$ cat src/rtl/piso_serializer.sv
`default_nettype none
// ============================================================================
//  Module   : piso_serializer
//  Purpose  : Parallel-in/serial-out transmitter. It takes a WIDTH-bit word
//             over a valid/ready handshake and drives it one bit per clock.
//             Back-to-back words are sent with no idle gap.
//  Options  : SERIALIZER_PARITY_EN adds one even-parity bit after each word.
//  Revision : 1.0 - initial release
// ============================================================================
module piso_serializer #(
    parameter int WIDTH      = 4,
    parameter bit MSB_FIRST  = 1'b1,
    parameter bit IDLE_LEVEL = 1'b0
) (
    input  logic             clock,
    input  logic             clear,
    input  logic [WIDTH-1:0] data_in,
    input  logic             load_valid,
    output logic             load_ready,
    output logic             out,
    output logic             out_valid,
    output logic             busy,
    output logic             done
);

    localparam int                 c_cnt_w = $clog2(WIDTH + 1);
    localparam logic [c_cnt_w-1:0] c_last  = c_cnt_w'(WIDTH - 1);
    localparam logic [c_cnt_w-1:0] c_one   = c_cnt_w'(1);

    typedef enum logic [1:0] {
        S_IDLE   = 2'b00,
`ifdef SERIALIZER_PARITY_EN
        S_PARITY = 2'b10,
`endif
        S_SHIFT  = 2'b01
    } state_t;

    state_t             r_state;
    state_t             w_next;
    logic [c_cnt_w-1:0] r_count;
    logic [WIDTH-1:0]   r_shreg;
    logic               r_out;
`ifdef SERIALIZER_PARITY_EN
    logic               r_parity;
`endif

    logic               w_accept;
    logic               w_last;
    logic               w_done;
    logic               w_first_in;
    logic               w_first_sh;
    logic [WIDTH-1:0]   w_rest_in;
    logic [WIDTH-1:0]   w_rest_sh;

    // The first bit goes straight to the output flop; the shift register
    // keeps only the bits still to be sent.
    assign w_first_in = MSB_FIRST ? data_in[WIDTH-1] : data_in[0];
    assign w_rest_in  = MSB_FIRST ? (data_in << 1) : (data_in >> 1);
    assign w_first_sh = MSB_FIRST ? r_shreg[WIDTH-1] : r_shreg[0];
    assign w_rest_sh  = MSB_FIRST ? (r_shreg << 1) : (r_shreg >> 1);

    assign w_last = (r_count == c_last);

`ifdef SERIALIZER_PARITY_EN
    assign w_done = (r_state == S_PARITY);
`else
    assign w_done = (r_state == S_SHIFT) && w_last;
`endif

    assign load_ready = ((r_state == S_IDLE) || w_done) && !clear;
    assign w_accept   = load_valid && load_ready;

    assign out       = r_out;
    assign out_valid = (r_state != S_IDLE);
    assign busy      = (r_state != S_IDLE);
    assign done      = w_done;

    always_comb begin
        w_next = r_state;
        case (r_state)
            S_IDLE: begin
                if (w_accept) w_next = S_SHIFT;
            end
            S_SHIFT: begin
                if (w_last) begin
`ifdef SERIALIZER_PARITY_EN
                    w_next = S_PARITY;
`else
                    w_next = w_accept ? S_SHIFT : S_IDLE;
`endif
                end
            end
`ifdef SERIALIZER_PARITY_EN
            S_PARITY: begin
                w_next = w_accept ? S_SHIFT : S_IDLE;
            end
`endif
            default: w_next = S_IDLE;
        endcase
    end

    always_ff @(posedge clock) begin
        if (clear) begin
            r_state  <= S_IDLE;
            r_count  <= '0;
            r_shreg  <= '0;
            r_out    <= IDLE_LEVEL;
`ifdef SERIALIZER_PARITY_EN
            r_parity <= 1'b0;
`endif
        end else begin
            r_state <= w_next;
            // Accept only happens in IDLE or the final cycle of a frame.
            if (w_accept) begin
                r_count  <= '0;
                r_shreg  <= w_rest_in;
                r_out    <= w_first_in;
`ifdef SERIALIZER_PARITY_EN
                r_parity <= ^data_in;
`endif
            end else if (r_state == S_SHIFT) begin
                if (!w_last) begin
                    r_count <= r_count + c_one;
                    r_shreg <= w_rest_sh;
                    r_out   <= w_first_sh;
                end else begin
`ifdef SERIALIZER_PARITY_EN
                    r_count <= r_count + c_one;
                    r_out   <= r_parity;
`else
                    r_count <= '0;
                    r_out   <= IDLE_LEVEL;
`endif
                end
            end else begin
                r_count <= '0;
                r_out   <= IDLE_LEVEL;
            end
        end
    end

endmodule
`default_nettype wire
$ cat config.mk
export PLATFORM = sky130hd
export DESIGN_NAME = piso_serializer
export DESIGN_NICKNAME = d
export VERILOG_FILES = /design/src/rtl/piso_serializer.sv
export SDC_FILE = /design/constraint.sdc
export NUM_CORES = 1
export LEC_CHECK = 0
export CAP_MARGIN = 20
export CORE_AREA = 2 2 39 41
export CTS_CLUSTER_SIZE = 14
export DETAILED_ROUTE_END_ITERATION = 7
export DIE_AREA = 0 0 41 43
export DONT_BUFFER_PORTS = 1
export GPL_TIMING_DRIVEN = 0
export PLACE_DENSITY = 0.48
export SYNTH_ARGS = -nofsm -noshare
export SYNTH_HDL_FRONTEND = slang
export SYNTH_SLANG_ARGS = --single-unit
$ cat constraint.sdc
create_clock -name clock -period 3.5 [get_ports clock]
set_input_delay 0.35 -clock clock [delete_from_list [all_inputs] [get_ports clock]]
set_output_delay 0.35 -clock clock [all_outputs]
set_load 0.1 [all_outputs]
---- After elaboration in Yosys (flattened, before gate mapping) ----
Cells that the tools add are included.
word-level totals
  logic and storage cells ................. 32
  output and inout bits ................... 5
  input bits .............................. 7
  bits in registers ....................... 9
operators by class
  add/subtract/negate cells ............... 1
  bitwise operators ....................... 1
  muxes and demuxes ....................... 10
  equality and inequality tests ........... 5
  reductions and logical operators ........ 11
operator list
  cell                 count
  $mux 4               3
  $ne 2x2->1 const B   3
  $mux 1               4
  $mux 2               2
  $pmux 2 s2           1
  $reduce_and 2->1     2
  $reduce_bool 2->1    2
  $reduce_or 4->1      1
  $add 3x1->3 const B  1
  $eq 3x2->1 const B   1
  $logic_and 1x1->1    3
  $eq 2x1->1 const B   1
  $logic_not 2->1      1
  $logic_not 1->1      1
  $logic_or 1x1->1     1
  $not 1->1            1

---- Depth between registers and ports, before layout ----
  depth after elaboration ................. 8
  mapped depth ............................ 6
  gate-level depth less buffers ........... 5

---- Worst setup path after synthesis ----
Ideal clock, no wire load.
  kind .................................... flip-flop to output port
  start point ............................. reg r_state[0]
  end point ............................... out load_ready
  data arrival time ....................... 2275 ps
  setup slack ............................. 875 ps
  stages on the path, launching flop included .. 3
  path buffers ............................ 0
  required time ........................... 3150 ps
  cells stage by stage .................... dfxtp_1 and2b_1 nor2_1
on the way
  word-level cells in the longest chain between the ends .. 4
  elaborated cells between the ends (all ways) .. 5
  classes of those cells .................. eq/ne (1); reduce/logical (4)
RTL lines
  item                    RTL line  RTL
  start, declared         38        state_t r_state;
  start signal, assigned  112       r_state <= w_next;
  $eq 2x1->1              67        assign w_done = (r_state == S_SHIFT) && w_last;
  $logic_and 1x1->1       67
  $logic_or 1x1->1 *      70        assign load_ready = ((r_state == S_IDLE) || w_done) && !clear;
  $logic_and 1x1->1 *     70
  end, declared           19        output logic load_ready,
Mark *: on every way between the ends. The rest lies on a longest branch, timed or not.

---- Worst setup path in the final report ----
Same ends and word-level chain as after synthesis.

==> reports/metrics.cfg <==
[clock_tree]
holdBufCountCts=0
clock_sinks=8
cts_buffers=3
post_cts_resized=0
postCtsSetupBuffers=0
clkTransAtPathRegs_ns=0.05
clock_path_buffers=2
clockRootBuffer=clkbuf_4
htree_levels=1
clkLatencyLatePin_ns=0.25
cts_tree=yes

[worst_setup_path]
slowest_delay_ns=0.82
start_kind=register
reg2reg_to=r_shreg[2]
critical_path_class=register to primary output
r2r-start=r_state[0]
worstPathRequired_ns=3.15
worst-path-max-fanout=5
crit_arrival_ns=2.14
rr_worst_depth=4
rrSetupSlack_ns=1.89
worstPathCellList=and2b_1 -> nor2_2
crit_path_end_kind=primary output
slowest_stage=nor2_2

[cells_and_area]
fillers=154
instances_no_fill=54
drive_above_1_share_pct=39.5
area_growth_pct=12.2
mostFrequentLayoutCells=8 x dfxtp_1, 3 x nor2_2, 3 x mux2i_1, 3 x nor3_1, 3 x clkbuf_4
nNetsFinal=49
final_cell_area_um2=414
diodes=0
mostFrequentLayoutCell=dfxtp_1

[grt]
grt_pass1_vias=256
grt_pass1_wl_um=1070
antenna_found_initial=0
grt.total_usage_pct=10.1
overflow=0
grt_max_degree=10

[routing]
drtIter0Drc=2
num_vias=249
drt_wl_total_um=581
post-route-drc-count=0
wl_per_cell_um=10.8
firstDrtPassIters=2
ant_nets=0
viasPerCell=4.61

[floorplanning]
die_width_um=41
initial_core_util_pct=26.7
fp.coreArea_mm2=0.00138
fp.dieH_um=43
std_cell_rows=14
ios=12
dieArea_mm2=0.00176

[synthesis]
synth_seq_cells=8
avgSynthCellArea_um2=10.5
yosysUniqueCellTypes=18
synthesis.nets=44
synthCells=35
yosysSeqAreaShare_pct=43.4
yosysWarnings=0
synthesis.area_um2=369

[placement]
dpl_cell_area_um2=392
place_hpwl_um=441
place.gp.congestion=0.620
dp_cells=51
io_buffer_count=0

[sta]
worst_clock_skew_ns=0.00248
fin_crit_ns=2.49
rsz0062_at_grt=no
worstMarginPinSlew_ns=1.07
fin_setup_tns_ns=0
fmax_mhz=402
drv_slew=0
slew_headroom_pct=28.8
fin_crit_sh_pct=71.1
finalHoldViolations=0
setup_viol=0

[power_and_ir_drop]
irDropWorstVdd_v=0.000197
p_leak_nw=0.169
power_density_mw_per_mm2=512

[run]
drv_cap=0

[worst_hold_path]
worstHoldStart=data_in[3]
hold_depth=2
min_path_type=primary input to register
holdPathEnd=out

[outcome]
status=complete, no violations

-- synth_stat cells, drive strengths merged --
library cell | number | area [µm²]
a211oi | 2 | 25.0
a21oi | 1 | 8.76
and2 | 1 | 6.26
and2b | 1 | 7.51
buf | 3 | 26.3
clkbuf | 1 | 5.00
dfxtp | 8 | 160
ha | 2 | 25.0
inv | 1 | 3.75
mux2i | 3 | 30.0
nand2 | 1 | 3.75
nand2b | 1 | 6.26
nand3 | 1 | 10.0
nor2 | 5 | 23.8
nor3 | 3 | 15.0
nor3b | 1 | 12.5
-- critical path: cells and delay by family (launching register included) --
family | cells | cell delay, ns
simple gates | 2 | 1.23
flops | 1 | 0.66
-- state kept, by name, summed over array words and instances (netlist names) --
signal	cells
r_count	3
r_shreg	3
r_state	1
out	1
-- final cells by class --
type,count,area [µm²],share of cell area (%)
clock buffer,3,22.5,5.44
tap,16,20.0,4.83
buffer,4,31.3,7.55
multi-input combinational,22,176,42.6
sequential,8,160,38.7
inverter,1,3.75,0.906
-- power breakdown --
group / internal (mW) / total [mW] / switching (mW)
logic: 0.0105 / 0.0341 / 0.0235
clock network: 0.0391 / 0.0685 / 0.0294
registers: 0.0961 / 0.110 / 0.0135
total: 0.146 / 0.212 / 0.0665
-- stage by stage --
stage	hold WS [ns]	util, %	setup WS (ns)	power, mW
2_1_floorplan	0.404	-	0.875	0.142
3_3_place_gp	0.415	28.1	0.807	0.145
3_5_place_dp	0.424	28.3	1.27	0.146
4_1_cts	0.242	29.9	0.992	0.217
5_1_grt	0.228	29.9	0.902	0.231
6_report	0.250	29.9	1.01	0.212
-- per-layer routing --
layer,part of all wire [%],GRT usage (%),vias up
met3,10,9.95,2
met5,0,0,-
met4,2.1,6.00,0
met1,39,9.71,117
li1,-,-,121
met2,48,13.1,9
-- kinds of logic (layout without fill, tap and decap cells) --
kind of cell    Yosys count  in the layout  share of synthesized area (%)
compound gates            3              3                           9.15
fa+ha+maj                 2              2                           6.78
buf+inv                   5              8                           9.49
flops                     8              8                           43.4
mux                       3              3                           8.14
simple gates             14             14                           23.1
-- worst max path at each step --
stage | start | end | slack [ns] | cells past startpoint
CTS | r_state[0] | load_ready | 0.99 | 2
finish | r_state[0] | load_ready | 1.01 | 2
floorplan | r_state[0] | load_ready | 0.87 | 2
detailed placement | r_state[0] | done | 1.27 | 1
global placement | r_state[0] | load_ready | 0.81 | 2
global route | r_state[0] | load_ready | 0.90 | 2
Note: power is estimated with default switching activity, not from simulation.
